**config.mk**
```make
export PLATFORM = sky130hd
export DESIGN_NAME = apu_reg_file
export DESIGN_NICKNAME = d
export VERILOG_FILES = /design/src/rtl/apu_pkg.sv /design/src/rtl/apu_status_reg.sv /design/src/rtl/apu_reg_file.sv
export SDC_FILE = /design/constraint.sdc
export NUM_CORES = 1
export LEC_CHECK = 0
export BUFFER_PORTS_ARGS = -buffer_cell sky130_fd_sc_hd__buf_2
export CAP_MARGIN = 0
export CORE_MARGIN = 3
export CORE_UTILIZATION = 47
export DETAILED_ROUTE_END_ITERATION = 12
export MAX_ROUTING_LAYER = met4
export PLACE_DENSITY_LB_ADDON = 0.25
export SKIP_LAST_GASP = 1
export SLEW_MARGIN = 20
export SYNTH_ARGS = -nofsm -noshare
export SYNTH_HDL_FRONTEND = slang
export SYNTH_SLANG_ARGS = --single-unit
```
**constraint.sdc**
```tcl
create_clock -name clk -period 2.95 [get_ports clk]
set_input_delay 0.1475 -clock clk [delete_from_list [all_inputs] [get_ports clk]]
set_output_delay 0.1475 -clock clk [all_outputs]
set_load 0.005 [all_outputs]
```
**src/rtl/apu_pkg.sv**
```systemverilog
// Shared constants for the APU register bank: register indices within the
// $4000 window, status-byte bit positions and the frame-counter inhibit bit.
package apu_pkg;

  // Register indices relative to $4000
  localparam int APU_PULSE1_CTRL  = 0;
  localparam int APU_PULSE1_SWEEP = 1;
  localparam int APU_PULSE1_TLO   = 2;
  localparam int APU_PULSE1_THI   = 3;
  localparam int APU_PULSE2_CTRL  = 4;
  localparam int APU_PULSE2_SWEEP = 5;
  localparam int APU_PULSE2_TLO   = 6;
  localparam int APU_PULSE2_THI   = 7;
  localparam int APU_TRI_CTRL     = 8;
  localparam int APU_TRI_TLO      = 10;
  localparam int APU_TRI_THI      = 11;
  localparam int APU_NOISE_CTRL   = 12;
  localparam int APU_NOISE_PERIOD = 14;
  localparam int APU_NOISE_LEN    = 15;
  localparam int APU_DMC_CTRL     = 16;
  localparam int APU_DMC_LOAD     = 17;
  localparam int APU_DMC_ADDR     = 18;
  localparam int APU_DMC_LEN      = 19;
  localparam int APU_OAM_DMA      = 20;
  localparam int APU_STATUS       = 21;
  localparam int APU_JOY1         = 22;
  localparam int APU_FRAME        = 23;

  // Status byte ($4015 read) bit positions
  localparam int STAT_DMC_IRQ   = 7;
  localparam int STAT_FRAME_IRQ = 6;
  localparam int STAT_OPEN_BUS  = 5;
  localparam int STAT_DMC_ACT   = 4;

  // Frame-counter register ($4017) IRQ inhibit bit
  localparam int FRAME_IRQ_INHIBIT_BIT = 6;

  // Assemble the status byte from its individual sources.
  function automatic logic [7:0] make_status(input logic       dmc_irq,
                                             input logic       frame_irq,
                                             input logic       open_bus_b5,
                                             input logic       dmc_active,
                                             input logic [3:0] len_nonzero);
    logic [7:0] s;
    s                 = 8'h00;
    s[3:0]            = len_nonzero;
    s[STAT_DMC_ACT]   = dmc_active;
    s[STAT_OPEN_BUS]  = open_bus_b5;
    s[STAT_FRAME_IRQ] = frame_irq;
    s[STAT_DMC_IRQ]   = dmc_irq;
    return s;
  endfunction

endpackage

```
**src/rtl/apu_status_reg.sv**
```systemverilog
// Frame-IRQ flag with set-beats-clear priority, plus status byte assembly.
// The returned status byte reflects the flag value before this cycle's update.
module apu_status_reg
  import apu_pkg::*;
(
  input  logic       clk,
  input  logic       rst_l,
  input  logic       cpu_clk_en,
  input  logic       frame_irq_set,
  input  logic       status_rd,
  input  logic       inhibit_wr,
  input  logic       dmc_irq,
  input  logic       dmc_active,
  input  logic [3:0] len_nonzero,
  input  logic       open_bus_b5,
  output logic       frame_irq_flag,
  output logic [7:0] status_byte
);

  // Frame IRQ flag: set has priority over read-clear and inhibit-clear.
  // NOTE: sequential state uses non-blocking assignments so every flop
  // samples pre-edge values regardless of block ordering.
  always_ff @(posedge clk or negedge rst_l) begin
    if (!rst_l) begin
      frame_irq_flag <= 1'b0;
    end else if (cpu_clk_en) begin
      if (frame_irq_set)
        frame_irq_flag <= 1'b1;
      else if (status_rd || inhibit_wr)
        frame_irq_flag <= 1'b0;
    end
  end

  assign status_byte = make_status(dmc_irq, frame_irq_flag, open_bus_b5,
                                   dmc_active, len_nonzero);

endmodule

```
**src/rtl/apu_reg_file.sv**
```systemverilog
// APU memory-mapped register bank: window decode, write-only channel
// registers with per-register strobes, open-bus reads and $4015 status.
// Optional macro APU_REG_READBACK_EN: non-status reads return the stored
// register instead of the open-bus value.
module apu_reg_file
  import apu_pkg::*;
#(
  parameter logic [15:0] BASE_ADDR  = 16'h4000,
  parameter int          NUM_REGS   = 24,
  parameter int          STATUS_IDX = APU_STATUS,
  parameter int          FRAME_IDX  = APU_FRAME,
  parameter int          IDX_W      = 5
) (
  input  logic                     clk,
  input  logic                     rst_l,
  input  logic                     cpu_clk_en,
  input  logic [15:0]              reg_addr,
  input  logic [7:0]               reg_data_in,
  input  logic                     reg_en,
  input  logic                     reg_we,
  input  logic [3:0]               len_nonzero,
  input  logic                     dmc_active,
  input  logic                     dmc_irq,
  input  logic                     frame_irq_set,
  output logic [7:0]               reg_data_out,
  output logic [NUM_REGS-1:0]      reg_updates,
  output logic [NUM_REGS-1:0][7:0] reg_array,
  output logic                     irq_l
);

  // 17-bit bounds so BASE_ADDR + NUM_REGS cannot wrap past $FFFF
  localparam logic [16:0] WIN_LO = {1'b0, BASE_ADDR};
  localparam logic [16:0] WIN_HI = WIN_LO + 17'(NUM_REGS);

  logic             hit;
  logic [IDX_W-1:0] idx;
  logic             wr_hit;
  logic             rd_hit;
  logic             status_rd;
  logic             inhibit_wr;
  logic [7:0]       open_bus;
  logic [7:0]       status_byte;
  logic [7:0]       rd_data;
  logic             frame_irq_flag;

  assign hit    = reg_en && ({1'b0, reg_addr} >= WIN_LO) && ({1'b0, reg_addr} < WIN_HI);
  assign idx    = IDX_W'(reg_addr - BASE_ADDR);
  assign wr_hit = hit && reg_we;
  assign rd_hit = hit && !reg_we;

  assign status_rd  = rd_hit && (idx == IDX_W'(STATUS_IDX));
  assign inhibit_wr = wr_hit && (idx == IDX_W'(FRAME_IDX)) &&
                      reg_data_in[FRAME_IRQ_INHIBIT_BIT];

  apu_status_reg u_status (
    .clk            (clk),
    .rst_l          (rst_l),
    .cpu_clk_en     (cpu_clk_en),
    .frame_irq_set  (frame_irq_set),
    .status_rd      (status_rd),
    .inhibit_wr     (inhibit_wr),
    .dmc_irq        (dmc_irq),
    .dmc_active     (dmc_active),
    .len_nonzero    (len_nonzero),
    .open_bus_b5    (open_bus[STAT_OPEN_BUS]),
    .frame_irq_flag (frame_irq_flag),
    .status_byte    (status_byte)
  );

  // Read-data source for non-status registers.
  // NOTE: every variable written in always_comb gets a default first so no
  // path leaves it unassigned and no latch is inferred.
`ifdef APU_REG_READBACK_EN
  always_comb begin
    rd_data = 8'h00;
    for (int i = 0; i < NUM_REGS; i++)
      if (idx == IDX_W'(i)) rd_data = reg_array[i];
  end
`else
  always_comb begin
    rd_data = open_bus;
  end
`endif

  // Register storage, write strobes and open-bus latch.
  // NOTE: the register array is reset because it drives channel state
  // directly; it is small flop storage, not a RAM macro.
  always_ff @(posedge clk or negedge rst_l) begin
    if (!rst_l) begin
      reg_array   <= '0;
      reg_updates <= '0;
      open_bus    <= 8'h00;
    end else if (cpu_clk_en) begin
      reg_updates <= '0;
      if (wr_hit) begin
        for (int i = 0; i < NUM_REGS; i++)
          if (idx == IDX_W'(i)) reg_array[i] <= reg_data_in;
        reg_updates <= NUM_REGS'(1) << idx;
        open_bus    <= reg_data_in;
      end
    end
  end

  // Registered read data; holds on non-hit and write cycles.
  always_ff @(posedge clk or negedge rst_l) begin
    if (!rst_l) begin
      reg_data_out <= 8'h00;
    end else if (cpu_clk_en && rd_hit) begin
      reg_data_out <= status_rd ? status_byte : rd_data;
    end
  end

  assign irq_l = ~(frame_irq_flag | dmc_irq);

endmodule

```
Yosys cells after proc, flatten, opt, wreduce, memory -nomap -nowiden
Cells that the tools add are included.
- bits in registers: 233
- input port bits: 36
- output and inout port bits: 225
- word-level logic and storage cells: 99
- add/subtract/negate cells: 1
- magnitude comparators: 2
- equal/unequal tests: 23
- shift-type cells: 1
- muxes and demuxes: 4
- bitwise logic cells: 2
- reduce and logical (&&, ||, !) cells: 38
- operator list (kind ; number):
    AND reduction 3 bit ; 24
    == test 5 x 4 -> 1 bit, second input constant ; 8
    == test 5 bit, second input constant ; 8
    two-way mux 24 bit ; 1
    << shifter 1 x 5 -> 24 bit, first input constant ; 1
    == test 5 x 3 -> 1 bit, second input constant ; 4
    >= comparator 16 x 15 -> 1 bit, second input constant ; 1
    < comparator 16 x 15 -> 1 bit, second input constant ; 1
    == test 5 x 2 -> 1 bit, second input constant ; 2
    logical AND 1 bit ; 8
    two-way mux 8 bit ; 1
    == test 5 x 1 -> 1 bit, second input constant ; 1
    zero test 5 bit ; 1
    subtractor 5 x 1 -> 5 bit, second input constant ; 1
    AND reduction 2 bit ; 2
    two-way mux 1 bit ; 2
    nonzero test 2 bit ; 1
    zero test 1 bit ; 1
    logical OR 1 bit ; 1
    inverter 1 bit ; 1
    OR 1 bit ; 1

Logic depth before layout (Yosys ltp)
Gate-level depths: netlist of the first run.
- depth after elaboration: 9
- mapped depth: 6
- mapped depth without buffers: 4

Hierarchy
A second synthesis of the first run with hierarchy kept.
- cell total of the unflattened synthesis: 595
- area total of the unflattened synthesis: 9238.9 um2
- by module, submodules not included (module ; instances ; cells an instance ; area an instance (um2) ; sequential area each (um2)):
    apu_reg_file ; 1 ; 584 ; 9140.0 ; 5805.6
    apu_status_reg ; 1 ; 11 ; 98.8 ; 25.0

Worst setup path after synthesis of the first run
Ideal clock, no wire load.
- kind: input -> register
- from: input port reg_addr[7]
- to: register reg_array[100] in the netlist's numbering
- setup time: 0.125 ns
- arrival: 1.856 ns
- required time: 2.825 ns
- setup slack: 0.970 ns
- cell stages on the path: 4
- buffers on the path: 0
- cells stage by stage: nor4_4 nand4_2 nor3_2 mux2_2
- cells in the longest elaborated chain, start to end: 5
- elaborated cells on any way between the ends: 6
- classes of those cells: order compare (2); reduce/logical (4)
- ends and longest elaborated chain (what ; RTL line ; RTL):
    from (decl) ; apu_reg_file.sv:17 ; input logic [15:0] reg_addr,
    >= comparator 16 x 15 -> 1 bit ; apu_reg_file.sv:46 ; assign hit = reg_en && ({1'b0, reg_addr} >= WIN_LO) && ({1'b0, reg_addr} < WIN_HI);
    logical AND 1 bit ; apu_reg_file.sv:46 ;
    logical AND 1 bit (*) ; apu_reg_file.sv:46 ;
    logical AND 1 bit (*) ; apu_reg_file.sv:48 ; assign wr_hit = hit && reg_we;
    AND reduction 3 bit (no source line) (*) ; -- ;
    to (signal, indexed assignment) ; apu_reg_file.sv:97 ; if (idx == IDX_W'(i)) reg_array[i] <= reg_data_in;
    to (decl) ; apu_reg_file.sv:27 ; output logic [NUM_REGS-1:0][7:0] reg_array,
Every way passes the cells marked *; elsewhere a longest branch is shown, timed or not.
A chain may end at the register's enable or synchronous reset.

Worst setup path after layout of the first run
- from: input port reg_addr[7]
- to: register reg_array[119] in the netlist's numbering
Same word-level chain as after synthesis.

==> impl_metrics.tcl, run 1 <==
set metrics [dict create \
    hold_buffers 9 \
    crit_type "in -> reg" \
    setup_viol 0 \
    ant_nets 0 \
    first_iter_violations 229 \
    root_buffer "clkbuf_16" \
    end_kind "flip-flop" \
    synth_top_cell_area_share 0.638 \
    fin_nets 882 \
    synth_area_um2 9140 \
    ys_seq_elements 233 \
    netlist_instances 561 \
    ys_warn_count 0 \
    hp-class "in -> reg" \
    p_per_area_nw_per_um2 553 \
    place_hpwl_mm 16.7 \
    worst_r2r_endpoint "u_status.frame_irq_flag" \
    pre_cts_ws_ns 0.480 \
    dr.pass1.iters 5 \
    grt_max_degree 98 \
    final_hold_viol_count 0 \
    cp.arrival_ns 2.32 \
    crit_path_start_kind "input port" \
    die-width_um 145 \
    setup_tns_ns 0 \
    cts_buffers 25 \
    slew_viol_final 0 \
    ys_types 30 \
    holdWs_ns 0.0247 \
    syn_area_per_cell_um2 16.3 \
    finalWeightedCongestion 0.794 \
    crit_fanout 9 \
    rrSetupSlack_ns 1.66 \
    reg2reg_depth 3 \
    antenna_found_initial 5 \
    fin_crit_ns 1.93 \
    routed_via_density 5.31 \
    vdd_ir_drop_max_uv 381 \
    power_leakage_nw 6.85 \
    yosys-top-cells-area "dfrtp_1 64%, mux2_2 26%, a21o_1 2.0%, nor4_4 1.6%, nor3_4 1.4%" \
    via_count 5989 \
    min_from "len_nonzero[3]" \
    grt_pass1_vias 6570 \
    clk_path_buf_depth 3 \
    reg2reg_from "u_status.frame_irq_flag" \
    num_rows 50 \
    clock_sinks 233 \
    cts.clk_slew.worst_paths_ns 0.06 \
    final_core_util 0.621 \
    place_area_um2 10800 \
    yosysTopAreaCell "dfrtp_1" \
    postCtsSetupBuffers 0 \
    synth-seq-area-share 0.638 \
    die_h_um 145 \
    h-tree-depth 1 \
    clk_latency_ns 0.51 \
    drc 0 \
    wl_mm 24.4 \
    cts_tree "done" \
    grt.overflow.total 0 \
    port-buffer-count 260 \
    finalCritPeriodShare 0.653 \
    fin_ws_ns 1.02 \
    rsz0062_at_grt "false" \
    cap_violations 0 \
    die-area_um2 21100 \
    fill_cells 1487 \
    cts.repair.resized 0 \
    status "finished clean" \
    tightest_slew_ns 1.04 \
    holdPathStages 3 \
    cp.required_ns 3.35 \
    max_freq_mhz 519 \
    drive_above_1_share 0.638 \
    max-slew-margin-rel 0.304 \
    io_pins 261 \
    finalClockSkew_ns 0.00294 \
    final_cell_area_um2 11700 \
    core_um2 18900 \
    track_usage 0.234 \
    wl_per_cell_um 21.6 \
    syn_to_final_growth_pct 28.4 \
    grt_pass1_wl_mm 38.0 \
    syn-num-nets 597 \
    start_util 0.484 \
    min_to "reg_data_out[3]" \
]
==> layer usage <==
metal / track usage / vias up / routed length [µm]
li1: - / 2591 / -
met4: 0.0760 / 0 / 661
met5: - / - / 0
met2: 0.396 / 225 / 12500
met3: 0.0424 / 49 / 1380
met1: 0.288 / 3124 / 9880
==> worst max path at each step <==
stage,start,endpoint,slack [ns],cells past startpoint
6_report,reg_addr[7],reg_array[119],1.02,5
2_1_floorplan,reg_addr[7],reg_array[100],0.97,4
4_1_cts,reg_addr[7],reg_array[132],1.03,5
3_5_place_dp,reg_addr[7],reg_array[118],0.48,5
5_1_grt,reg_addr[7],reg_array[114],0.88,5
3_3_place_gp,reg_addr[7],reg_array[96],0.55,5
==> cell usage after synthesis <==
master and n:
nor4bb_1 1, nand2_1 8, and4b_1 1, dfrtp_1 233
nand4_4 1, or3_1 1, o22ai_1 2, nand4_1 3
nor2_1 4, nand3b_1 1, o41ai_1 1, buf_2 1
nor2b_1 2, o21a_1 1, clkbuf_1 23, a21o_1 24
nor4_4 7, nand2b_1 4, nor3_2 10, and3b_1 1
nor3_4 8, nand3_1 3, nand3_2 1, buf_4 1
or2_2 1, mux2_1 2, mux2i_1 4, inv_1 4
nand4_2 1, mux2_2 207
==> area by class of cell <==
cell class | count | area [µm²] | area share
timing repair buffer | 283 | 1520 | 0.130
clock buffer | 38 | 764 | 0.0652
antenna | 5 | 12.5 | 0.00107
clock inverter | 6 | 62.6 | 0.00534
inverter | 4 | 15.0 | 0.00128
tap | 260 | 325 | 0.0277
multi-input combinational | 299 | 3200 | 0.273
sequential | 233 | 5830 | 0.497
==> cell families (layout without fill, tap and decap cells) <==
kind of cell | Yosys count | after routing | synth area share
AO/OA/AOI/OAI | 28 | 28 | 0.0229
buffers and inverters | 29 | 331 | 0.0125
flip-flops | 233 | 233 | 0.638
multiplexers | 213 | 213 | 0.262
other | 0 | 5 | 0
AND/OR/NAND/NOR | 58 | 58 | 0.0644
==> report_power, final <==
| part | internal [mW] | switching [mW] | total [mW] | leakage (nW) |
|---|---|---|---|---|
| clock network | 1.87 | 1.21 | 3.08 | 0.412 |
| logic | 0.0441 | 0.168 | 0.212 | 3.20 |
| registers | 3.20 | 0.000317 | 3.20 | 3.24 |
| total | 5.11 | 1.38 | 6.49 | 6.85 |
==> through the flow <==
step,cells,power [mW]
final,1128,6.49
after global routing,1128,6.70
after CTS,1123,6.56
after detailed placement,1070,3.47
after global placement,1070,3.46
after floorplan,561,3.31
==> sequential cells by signal, indices dropped and copies added (netlist names) <==
name                     count
u_status.frame_irq_flag      1
open_bus                     8
reg_updates                 24
reg_array                  192
reg_data_out                 8
==> critical path: stages <==
cell	delay, ns
buf_2	0.11
nor4_4	0.57
nand4_2	0.43
nor3_2	0.64
mux2_2	0.41
==> cells in the final DEF (no fill, tap or decap), types with 5 or more instances in the layout <==
master	netlist	routed
buf_4	1	13
nand2_1	8	8
dlygate4sd3_1	0	9
nor3_4	8	8
mux2_2	207	207
diode_2	0	5
nor4_4	7	7
dfrtp_1	233	233
buf_2	1	259
a21o_1	24	24
clkbuf_16	0	25
clkbuf_8	0	9
nor3_2	10	10
Power figures use the tool's default switching activity.
==> inputs of run 2 (changes only) <==
clock period = 1.6 ns   (was 2.95 ns; I/O delays follow)
==> run 2 against run 1 <==
Utilization increased by 4.1 points. Worst hold slack improved by 0.026 ns. Cell count increased by 3.7%. Sequential power increased by 84%. Clock skew about the same. Critical path type unchanged. Largest power group unchanged.
==> impl_metrics.tcl, run 2 (synthesized netlist as in run 1, its figures left out) <==
set metrics [dict create \
    status "finished clean" \
    grt_pass1_vias 6562 \
    max_freq_mhz 644 \
    p_per_area_nw_per_um2 941 \
    postCtsSetupBuffers 0 \
    start_util 0.484 \
    cts.clk_slew.worst_paths_ns 0.06 \
    rsz0062_at_grt "false" \
    reg2reg_from "open_bus[0]" \
    path_cells "buf_2 > nor4bb_2 > buf_4 > nand3_2 > buf_12 > nor4_4 > buf_4 > mux2_2" \
    dr.pass1.iters 4 \
    crit_path_start_kind "input port" \
    layout_commonest_cell "buf_2" \
    clk_latency_ns 0.50 \
    cp.buffers_inverters 4 \
    finalClockSkew_ns 0.00282 \
    largest_register_ffs 192 \
    routed_via_density 5.23 \
    port-buffer-count 260 \
    end_kind "flip-flop" \
    root_buffer "clkbuf_16" \
    cts_buffers 24 \
    top_register "reg_array" \
    cpPeakStageDelay_ns 0.45 \
    antenna_cells 0 \
    crit_cells 8 \
    ant_nets 0 \
    drive_above_1_share 0.653 \
    die_h_um 145 \
    io_pins 261 \
    wl_mm 24.7 \
    top_regs "reg_array x192, reg_updates x24" \
    layout_common_cells "259 x buf_2, 233 x dfrtp_1, 167 x mux2_2, 40 x mux2_4, 35 x buf_4" \
    holdPathStages 5 \
    core_um2 18900 \
    max-slew-margin-rel 0.509 \
    antenna_found_initial 0 \
    wl_per_cell_um 21.1 \
    place_hpwl_mm 16.7 \
    die-area_um2 21100 \
    drc 0 \
    worst_r2r_endpoint "reg_data_out[0]" \
    tightest_slew_ns 0.736 \
    fill_cells 1409 \
    syn_to_final_growth_pct 36.9 \
    clock_sinks 233 \
    fin_crit_ns 1.55 \
    reg2reg_depth 2 \
    via_count 6121 \
    crit_fanout 9 \
    cpLargestDelayFamily "simple AND/OR/NAND/NOR gates" \
    final_hold_viol_count 0 \
    first_iter_violations 248 \
    place_area_um2 11600 \
    grt_pass1_wl_mm 38.9 \
    track_usage 0.239 \
    die-width_um 145 \
    min_from "reg_addr[1]" \
    power_leakage_nw 7.25 \
    multiInputGateArea_um2 3390 \
    crit_type "in -> reg" \
    finalCritPeriodShare 0.970 \
    rrSetupSlack_ns 0.57 \
    min_to "u_status.frame_irq_flag" \
    cp.required_ns 1.99 \
    setup_tns_ns 0 \
    grt_max_degree 61 \
    clk_path_buf_depth 3 \
    cpMaxStageDelayCell "nor4bb_2" \
    grt.overflow.total 0 \
    fin_nets 928 \
    cts_tree "done" \
    cp_common_cell "buf_4" \
    finalWeightedCongestion 0.791 \
    slew_viol_final 0 \
    vdd_ir_drop_max_uv 836 \
    hp-class "in -> reg" \
    seqCellArea_um2 5830 \
    setup_viol 0 \
    cts.repair.resized 0 \
    cap_violations 0 \
    cp.arrival_ns 1.94 \
    h-tree-depth 1 \
    num_rows 50 \
    final_cell_area_um2 12500 \
]
-- run 2: worst reg2reg max path, cell delays in order, from the launching register on --
cell and delay, ns:
dfrtp_1 0.38, mux2_2 0.28, mux2_2 0.26
-- run 2: layer usage --
metal  GRT usage  share of wire  vias to the layer above
li1            -              -                     2682
met1       0.318           0.44                     3167
met2       0.379           0.48                      238
met3      0.0551          0.065                       34
met4      0.0603          0.019                        0
met5           -              0                        -
-- run 2: area by class of cell --
cell class              instances  share of cell area
inverters                       4             0.00120
clock buffers                  37              0.0568
clock inverters                 7             0.00500
well taps                     260              0.0260
multi-input cells             299               0.271
flip-flops and latches        233               0.466
repair buffers                330               0.173
-- run 2: worst max-delay path by stage --
stage	end	slack, ns	from
6_report	reg_array[136]	0.05	reg_addr[15]
4_1_cts	reg_array[136]	0.09	reg_addr[15]
3_5_place_dp	reg_array[147]	-0.42	reg_addr[15]
2_1_floorplan	reg_array[128]	-0.29	reg_addr[6]
5_1_grt	reg_array[147]	0.02	reg_addr[15]
3_3_place_gp	reg_array[144]	-0.40	reg_addr[15]
-- run 2: power by group --
group	internal [mW]	switching [mW]	leakage [nW]
clock network	3.22	2.20	0.380
logic	0.126	0.330	3.63
registers	5.89	0.000595	3.24
-- run 2: repair_timing --
action,4_1_cts,5_1_grt
endpoints found under the setup margin,0,0
hold buffers,11,0
endpoints found under the hold margin,240,0
-- run 2: stage by stage --
step / power [mW] / worst slack (ns) / cells / utilization / hold slack [ns]
2_1_floorplan: 6.12 / -0.287 / 561 / - / -0.216
3_3_place_gp: 6.43 / -0.399 / 1115 / 0.615 / 0.0249
3_5_place_dp: 6.44 / -0.416 / 1115 / 0.615 / 0.0299
4_1_cts: 11.9 / 0.0891 / 1170 / 0.662 / 0.0332
5_1_grt: 12.2 / 0.0219 / 1170 / 0.662 / 0.0641
6_report: 11.8 / 0.0480 / 1170 / 0.662 / 0.0507
==> inputs of run 3 (changes only) <==
CORE_UTILIZATION = 37   (was 47)
SYNTH_HIERARCHICAL = 1   (was unset)
TNS_END_PERCENT = 1   (was unset)
==> run 3 against run 2 <==
The flow now finishes with violations (setup timing). Via count rose by 1.3%. Non-clock buffer count up 14. Fmax shrank 5.3%. Critical path depth decreased by 1. Synthesized cell count up 6.1%. Worst hold slack got worse by 0.017 ns. Setup slack worse by 0.087 ns. Critical path type unchanged. Largest cell class unchanged.
==> impl_metrics.tcl, run 3 <==
set metrics [dict create \
    rrSetupSlack_ns 0.81 \
    synth_top_cell_area_share 0.631 \
    ys.flop_type "dfrtp_1" \
    min_from "cpu_clk_en" \
    max_freq_mhz 610 \
    reg2reg_depth 1 \
    cts_buffers 26 \
    clk_latency_ns 0.52 \
    h-tree-depth 1 \
    final_hold_viol_count 0 \
    async_flop_share 1.00 \
    layout_commonest_cell "buf_2" \
    fin_cells 1274 \
    hp-class "in -> reg" \
    drive_above_1_share 0.631 \
    yosys-top-cells-area "dfrtp_1 63%, mux2_2 23%, a21o_1 1.3%, mux2_4 1.3%, o21ai_0 1.2%" \
    finalCritPeriodShare 1.02 \
    cpPeakStageDelay_ns 0.58 \
    holdPathStages 3 \
    ant_nets 0 \
    rsz0062_at_grt "true" \
    max-slew-margin-rel 0.527 \
    clock_sinks 233 \
    grt_pass1_wl_mm 38.7 \
    synth-seq-area-share 0.631 \
    swShare 0.219 \
    port-buffer-count 260 \
    grt_max_degree 61 \
    drc 0 \
    comb_power_share 0.037 \
    fin_ws_ns -0.0388 \
    crit_path_start_kind "input port" \
    end_kind "flip-flop" \
    p_switching_mw 2.69 \
    power_mw 12.2 \
    path_cells "buf_2 > or4bb_1 > or4_4 > buf_12 > nor2_8 > buf_6 > mux2_4" \
    die-width_um 164 \
    netlist_instances 595 \
    start_util 0.378 \
    synth-simple-area-share 0.0543 \
    vdd_ir_drop_max_uv 606 \
    first_iter_violations 184 \
    wl_per_cell_um 20.2 \
    cpMaxStageDelayCell "or4_4" \
    io_pins 261 \
    worst_r2r_endpoint "reg_array[77]" \
    synth-edff-count 0 \
    die-area_um2 26900 \
    fin_crit_ns 1.64 \
    root_buffer "clkbuf_16" \
    reg2reg_from "reg_array[77]" \
    dr.pass1.iters 4 \
    syn_to_final_growth_pct 34.7 \
    layout_common_cells "259 x buf_2, 233 x dfrtp_1, 186 x mux2_2, 59 x buf_4, 27 x clkbuf_16" \
    synth_compound_area_frac 0.0270 \
    die_h_um 164 \
    place_hpwl_mm 17.8 \
    top_regs "reg_array x192, reg_updates x24" \
    synth_area_um2 9240 \
    synthXorXnorAreaFrac 0 \
    violations "setup timing" \
    crit_type "in -> reg" \
    cp.buffers_inverters 3 \
    largest_register_ffs 192 \
    tightest_slew_ns 0.709 \
    grt.overflow.total 0 \
    cts.clk_slew.worst_paths_ns 0.06 \
    crit_fanout 5 \
    cp.required_ns 2.00 \
    syn-num-nets 631 \
    ys_types 41 \
    min_to "reg_updates[0]" \
    setup_tns_ns -0.341 \
    antenna_found_initial 1 \
    track_usage 0.193 \
    cp.arrival_ns 2.04 \
    place_inst 1210 \
    power_leakage_nw 7.19 \
    synth_common_cells "233 x dfrtp_1, 192 x mux2_2, 23 x o21ai_0" \
    cts_tree "done" \
    wl_mm 25.7 \
    grt_pass1_vias 6421 \
    clk_path_buf_depth 3 \
    seq_power_share 0.482 \
    num_rows 57 \
    finalClockSkew_ns 0.00425 \
    cpLargestDelayFamily "simple AND/OR/NAND/NOR gates" \
    cap_violations 0 \
    synth-adder-area-share 0 \
    p_per_area_nw_per_um2 983 \
    synth_top_family_by_area "multiplexers" \
    synth_mux_area_frac 0.257 \
    p_clk_frac 0.481 \
    via_count 6200 \
    fin_nets 966 \
    finalWeightedCongestion 0.754 \
    ys_seq_elements 233 \
    syn_area_per_cell_um2 15.5 \
    synth_most_common_cell "dfrtp_1" \
    slew_viol_final 0 \
    status "finished with violations" \
    ys_warn_count 6 \
    routed_via_density 4.87 \
    power.internal_mw 9.55 \
    core_um2 24500 \
    top_register "reg_array" \
    setup_viol 16 \
    yosysTopAreaCell "dfrtp_1" \
]
==> run 3: cell types whose count changed in the layout (fill, tap and decap cells not counted), moves of 6 or more <==
| cell | previous run | this run |
|---|---|---|
| mux2_4 | 40 | 15 |
| buf_4 | 35 | 59 |
| nor3_4 | 14 | 0 |
| a21o_1 | 24 | 16 |
| mux2_2 | 167 | 186 |
| o21ai_0 | 0 | 23 |
| nand3_1 | 3 | 12 |
| nor4_4 | 7 | 1 |
| buf_12 | 24 | 13 |
==> run 3: tightest hold or removal path: stages <==
cell and delay (ns):
buf_2 0.08, buf_4 0.22, o21ai_0 0.11
==> run 3: logic make-up (layout without fill, tap and decap cells) <==
logic type / count (synthesis) / in the layout
DFF: 233 / 233
muxes: 209 / 209
and+or+nand+nor: 64 / 66
buffers and inverters: 48 / 400
AOI/OAI and AO/OA: 41 / 41
other: 0 / 1
==> run 3: worst max-delay path by stage <==
stage	startpoint	end	slack (ns)	cells past startpoint
after floorplan	reg_addr[15]	reg_array[160]	-0.32	5
after detailed placement	reg_addr[6]	reg_array[149]	-0.59	6
final	reg_addr[5]	reg_array[159]	-0.04	7
after global placement	reg_addr[6]	reg_array[149]	-0.57	6
after global routing	reg_addr[5]	reg_array[159]	-0.06	7
after CTS	reg_addr[6]	reg_array[160]	-0.003	6
==> run 3: metrics by stage <==
step | setup WS [ns] | utilization | cell area [µm²] | hold WS, ns
final | -0.0388 | 0.509 | 12400 | 0.0334
after global routing | -0.0589 | 0.509 | 12400 | 0.0169
after CTS | -0.00281 | 0.505 | 12300 | 0.00319
after detailed placement | -0.591 | 0.465 | 11400 | 0.0621
after global placement | -0.569 | 0.465 | 11400 | 0.0643
after floorplan | -0.323 | - | 9240 | -0.216
==> run 3: power groups by stage <==
stage                     Combinational [mW]  Clock (mW)  Sequential (mW)
after CTS                              0.466        6.04             5.89
after detailed placement               0.448           0             6.00
after floorplan                        0.122           0             6.00
after global routing                   0.499        6.29             5.89
final                                  0.453        5.89             5.89
after global placement                 0.448           0             6.00
==> run 3: layout make-up <==
| type | count | area, µm² |
|---|---|---|
| fillers | 2127 | 12000 |
| clock buffers | 38 | 777 |
| clock inverters | 9 | 80.1 |
| multi-input cells | 316 | 3180 |
| diodes | 1 | 2.50 |
| flip-flops and latches | 233 | 5830 |
| repair buffers | 344 | 2140 |
| inverters | 9 | 33.8 |
| well taps | 324 | 405 |
==> run 3: repair_timing <==
action,4_1_cts,5_1_grt
endpoints found under the setup margin,24,27
setup buffers,0,6
cloned,2,0
hold endpoints to repair,240,0
hold buffers,8,0
pin swaps,3,4
resized for setup,1,17
==> run 3: metal layers <==
layer / wire, µm / global-route usage / vias up
li1: - / - / 2793
met1: 11400 / 0.250 / 3188
met2: 11800 / 0.304 / 197
met3: 2200 / 0.0595 / 22
met4: 265 / 0.0365 / 0
met5: 0 / - / -
